`src/rtl/fetch_stage.sv`:
```
// Instruction fetch stage: PC register, FD pipeline latch and fetch control FSM.
// Define FETCH_SKID_EN to add a one-entry skid buffer (HOLD state) that keeps a word returned during a stall.
module fetch_stage #(
  parameter logic [31:0] PC_INIT = 32'h00000000
) (
  input  logic        CLK,
  input  logic        nRST,
  input  logic        ihit,
  input  logic [31:0] imemload,
  input  logic        stall,
  input  logic        flush,
  input  logic        redirect,
  input  logic [31:0] redirect_addr,
  output logic        imemREN,
  output logic [31:0] imemaddr,
  output logic [31:0] fd_instr,
  output logic [31:0] fd_pc_plus_4,
  output logic        fd_valid,
  output logic        fetch_halted
);

  localparam int unsigned XLEN = 32;
  localparam logic [XLEN-1:0] HALT_WORD  = {XLEN{1'b1}};
  localparam logic [XLEN-1:0] WORD_BYTES = XLEN'(4);

`ifdef FETCH_SKID_EN
  typedef enum logic [1:0] {FETCH = 2'd0, HALTED = 2'd1, HOLD = 2'd2} state_e;
`else
  typedef enum logic [1:0] {FETCH = 2'd0, HALTED = 2'd1} state_e;
`endif

  state_e          state_q, state_d;
  logic [XLEN-1:0] pc_q, pc_d;
  logic [XLEN-1:0] fd_instr_q, fd_instr_d;
  logic [XLEN-1:0] fd_pc4_q, fd_pc4_d;
  logic            fd_valid_q, fd_valid_d;
  logic            ren_q, ren_d;
  logic            halted_q, halted_d;
  logic [XLEN-1:0] pc_plus_4;
`ifdef FETCH_SKID_EN
  logic [XLEN-1:0] skid_instr_q, skid_instr_d;
  logic [XLEN-1:0] skid_pc4_q, skid_pc4_d;
`endif

  assign pc_plus_4 = pc_q + WORD_BYTES;

  // Next-state logic; priority is redirect > flush > stall > ihit.
  always_comb begin
    state_d    = state_q;
    pc_d       = pc_q;
    fd_instr_d = fd_instr_q;
    fd_pc4_d   = fd_pc4_q;
    fd_valid_d = fd_valid_q;
`ifdef FETCH_SKID_EN
    skid_instr_d = skid_instr_q;
    skid_pc4_d   = skid_pc4_q;
`endif
    if (redirect) begin
      pc_d       = redirect_addr;
      fd_valid_d = 1'b0;
      fd_instr_d = '0;
      state_d    = FETCH;
`ifdef FETCH_SKID_EN
      skid_instr_d = '0;
      skid_pc4_d   = '0;
`endif
    end else if (flush) begin
      fd_valid_d = 1'b0;
      fd_instr_d = '0;
    end else if (stall) begin
`ifdef FETCH_SKID_EN
      if (state_q == FETCH && ihit) begin
        skid_instr_d = imemload;
        skid_pc4_d   = pc_plus_4;
        state_d      = HOLD;
      end
`endif
    end else begin
      case (state_q)
        FETCH: begin
          if (ihit) begin
            fd_instr_d = imemload;
            fd_pc4_d   = pc_plus_4;
            fd_valid_d = 1'b1;
            if (imemload == HALT_WORD) state_d = HALTED;
            else                       pc_d    = pc_plus_4;
          end else begin
            fd_valid_d = 1'b0;
          end
        end
`ifdef FETCH_SKID_EN
        HOLD: begin
          fd_instr_d = skid_instr_q;
          fd_pc4_d   = skid_pc4_q;
          fd_valid_d = 1'b1;
          if (skid_instr_q == HALT_WORD) begin
            state_d = HALTED;
          end else begin
            pc_d    = pc_plus_4;
            state_d = FETCH;
          end
        end
`endif
        HALTED:  fd_valid_d = 1'b0;
        default: state_d = FETCH;
      endcase
    end
    ren_d    = (state_d == FETCH);
    halted_d = (state_d == HALTED);
  end

  always_ff @(posedge CLK or negedge nRST) begin
    if (!nRST) begin
      state_q    <= FETCH;
      pc_q       <= PC_INIT;
      fd_instr_q <= '0;
      fd_pc4_q   <= '0;
      fd_valid_q <= 1'b0;
      ren_q      <= 1'b1;
      halted_q   <= 1'b0;
`ifdef FETCH_SKID_EN
      skid_instr_q <= '0;
      skid_pc4_q   <= '0;
`endif
    end else begin
      state_q    <= state_d;
      pc_q       <= pc_d;
      fd_instr_q <= fd_instr_d;
      fd_pc4_q   <= fd_pc4_d;
      fd_valid_q <= fd_valid_d;
      ren_q      <= ren_d;
      halted_q   <= halted_d;
`ifdef FETCH_SKID_EN
      skid_instr_q <= skid_instr_d;
      skid_pc4_q   <= skid_pc4_d;
`endif
    end
  end

  assign imemREN      = ren_q;
  assign imemaddr     = pc_q;
  assign fd_instr     = fd_instr_q;
  assign fd_pc_plus_4 = fd_pc4_q;
  assign fd_valid     = fd_valid_q;
  assign fetch_halted = halted_q;

endmodule

```
`config.mk`:
```
export PLATFORM = sky130hd
export DESIGN_NAME = fetch_stage
export DESIGN_NICKNAME = d
export VERILOG_FILES = /design/src/rtl/fetch_stage.sv
export SDC_FILE = /design/constraint.sdc
export NUM_CORES = 1
export LEC_CHECK = 0
export CAP_MARGIN = 20
export CORE_ASPECT_RATIO = 0.7
export CORE_MARGIN = 2
export CORE_UTILIZATION = 30
export DETAILED_ROUTE_END_ITERATION = 8
export GPL_TIMING_DRIVEN = 0
export PLACE_DENSITY = 0.53
export SLEW_MARGIN = 25
export SYNTH_ARGS = -nofsm -noshare
export SYNTH_HDL_FRONTEND = slang
export SYNTH_SLANG_ARGS = --single-unit
```
`constraint.sdc`:
```
create_clock -name CLK -period 4.39 [get_ports CLK]
set_clock_uncertainty 0.15 [all_clocks]
set_input_delay 1.0975 -clock CLK [delete_from_list [all_inputs] [get_ports CLK]]
set_output_delay 1.0975 -clock CLK [all_outputs]
set_load 0.01 [all_outputs]
```
==> metrics <==
status complete, no violations; hold path depth 2; die area 17600 um2; min-delay src fd_pc_plus_4[31]; first-pass GRT wire length 27000 um; CTS clk-pin slew, worst paths 0.07 ns; number of hold buffers added after CTS 0; r2r setup slk 1.45 ns; #FFs+latches synth 101; WS Path Type input port to register; Post-Route WL 17300 um; die extent in y 112 um; chip width 158 um; setup bufs post-CTS 0; number of max-cap violations 0; n_diodes 0; CTS tree done; Syn Inst Count 548; Critical Path RT 4.51 ns; PwrDens 339 nW/um2; worst-path fanout max 10; row cnt 39; root buffer cell clkbuf_16; Layout Nets 799; wire per inst 18.0 um; # setup viols final 0; Synth Cell Area 4970 um2; Net Sw Power 0.723 mW; Internal Pwr Total 1.73 mW; syn nets 619; slew margin rel. 51.3%; unrepaired setup endpoints after global routing no; Sw Share 29.4%; DRC Markers 0; DRT iter0 DRCs 382; DP HPWL 12700 um; peak supply drop 0.197 mV; Post-synth EDFFs 0; reg2reg end imemaddr[19]; fin crit share 83.7%; Worst setup SP type input port; worst stage delay on the critical path 0.59 ns; critical path buffer and inverter count 3; initial antenna violation count 1; crit path time final 3.68 ns; Core Region 16200 um2; Fill cells 1596; Fin. Hold Viols 0; Comb pwr share 23.8%; Leakage Power 2.87 nW; drt first pass iters 5; Clk network pwr share 31.1%; total CTS buffers 9; YS warnings 0; worst r2r src state_q[1]; commonest non-fill, non-tap cell in the layout clkdlybuf4s50_1; largest net degree at the start of global routing 74; total clock sinks 101; CTS Buffer Depth 2; most frequent cells in the layout clkdlybuf4s50_1, nand2_1, dfrtp_1; Seq/Total Area, Yosys 50.9%; FF-to-FF path depth 7; Hold WC Path Type register to register; RD Place Congestion 0.839; PortBufs 168; critical path arrival 3.79 ns; vias per std cell 5.09; ys async rst share 100%; Avg Cell Area, Syn 9.06 um2; Hold EP fd_pc_plus_4[31]; H-Tree Depth 3; vias in the first global route 4833; Area growth, synth to finish 45.9%; most common flop cell mapped by yosys dfrtp_1; GRT overflow 0; Worst-Skew Late Latency 0.35 ns; total number of vias 4880; worst slew pin tran 0.725 ns; Cell Chain, Critical Path clkdlybuf4s50_1, nor4b_2, nand2b_1, clkbuf_1, a21oi_2, buf_2, a22oi_1, o211ai_1; # IOs 169; Place WS 0.340 ns; sequential power share 45.0%; total track usage 19.9%; CP max stage cell nor4b_2; share of layout cells above drive strength 1 5.73%; Cell variety after synth 50; Setup crit end kind register; Starting Density 30.6%; Core Util, Final 44.6%; Final Max Tran Viols 0; highest clock rate 0.272 GHz; Pwr Total 2.46 mW; Antenna Nets Post-Route 0; Crit path max-delay family buffers and inverters; # resized after CTS 0; final worst slack 0.714 ns
==> cells by family after synthesis <==
logic type,count (synthesis),share of synthesized area (%)
mux,3,0.680
fa+ha+maj,1,0.252
flops,101,50.9
compound gates,136,18.5
simple gates,225,20.4
xor+xnor,25,4.41
buf+inv,57,4.91
==> per-stage QoR <==
stage,hold slack (ns),cells,instance area [um2],setup TNS [ns]
3_5_place_dp,0.313,942,6970,0
5_1_grt,0.359,958,7250,0
2_1_floorplan,0.308,548,4970,0
6_report,0.334,958,7250,0
3_3_place_gp,0.315,941,6930,-196.58
4_1_cts,0.338,958,7240,0
==> worst max path at each step <==
stage	end	startpoint	slack (ns)	depth (start not counted)
2_1_floorplan	imemaddr[22]	imemload[15]	1.45	7
3_3_place_gp	fd_pc_plus_4[3]	nRST	-1.97	1
3_5_place_dp	imemaddr[19]	ihit	0.34	8
4_1_cts	imemaddr[19]	ihit	0.70	8
5_1_grt	imemaddr[30]	ihit	0.48	8
6_report	imemaddr[19]	ihit	0.71	8
==> registers in the layout, summed over array words and instances (netlist names) <==
| register | flops |
|---|---|
| imemREN | 1 |
| fetch_halted | 1 |
| fd_valid | 1 |
| state_q | 2 |
| fd_pc_plus_4 | 32 |
| fd_instr | 32 |
| imemaddr | 32 |
==> power by group through the flow <==
stage	combinational, mW	sequential (mW)	clock (mW)
6_report	0.585	1.11	0.765
5_1_grt	0.639	1.12	0.819
4_1_cts	0.591	1.11	0.783
3_5_place_dp	0.588	1.12	0
3_3_place_gp	0.580	1.12	0
2_1_floorplan	0.186	1.16	0
==> worst reg2reg max path, delay by kind of cell, from the launching register on <==
| family | cells | cell delay [ns] |
|---|---|---|
| AND/OR/NAND/NOR | 2 | 0.82 |
| AO/OA/AOI/OAI | 3 | 0.78 |
| buffers and inverters | 2 | 0.68 |
| flip-flops | 1 | 0.44 |
==> layout make-up <==
cell class,instances,area [um2],area share (%)
Inverter,13,48.8,0.673
Multi-Input combinational cell,390,2210,30.4
Tap cell,225,282,3.88
Timing Repair Buffer,169,1710,23.6
Clock inverter,6,48.8,0.673
Sequential cell,101,2530,34.9
Buffer,44,195,2.69
Clock buffer,10,229,3.16
==> layer usage <==
layer  vias to the layer above  wire [um]  global-route usage [%]
met2                       178       7600                    30.1
li1                       2303          -                       -
met4                         0        167                    3.58
met5                         -          0                       0
met3                        17       1290                    4.90
met1                      2382       8210                    29.0
==> cells in the mapped netlist, types with 7 or more instances <==
cell type | instances | area, um2
a21o_1 | 7 | 52.6
a21oi_1 | 37 | 185
a221o_1 | 10 | 100
a22o_1 | 9 | 78.8
buf_2 | 9 | 45.0
clkbuf_1 | 30 | 113
dfrtp_1 | 100 | 2500
inv_1 | 13 | 48.8
nand2_1 | 130 | 488
nand3_1 | 17 | 85.1
nand4_1 | 21 | 131
nor2_1 | 20 | 75.1
nor3_1 | 13 | 65.1
nor4_1 | 9 | 56.3
o21ai_0 | 31 | 155
xnor2_1 | 14 | 123
xor2_1 | 11 | 96.3
Note: power is estimated with default switching activity, not from simulation.
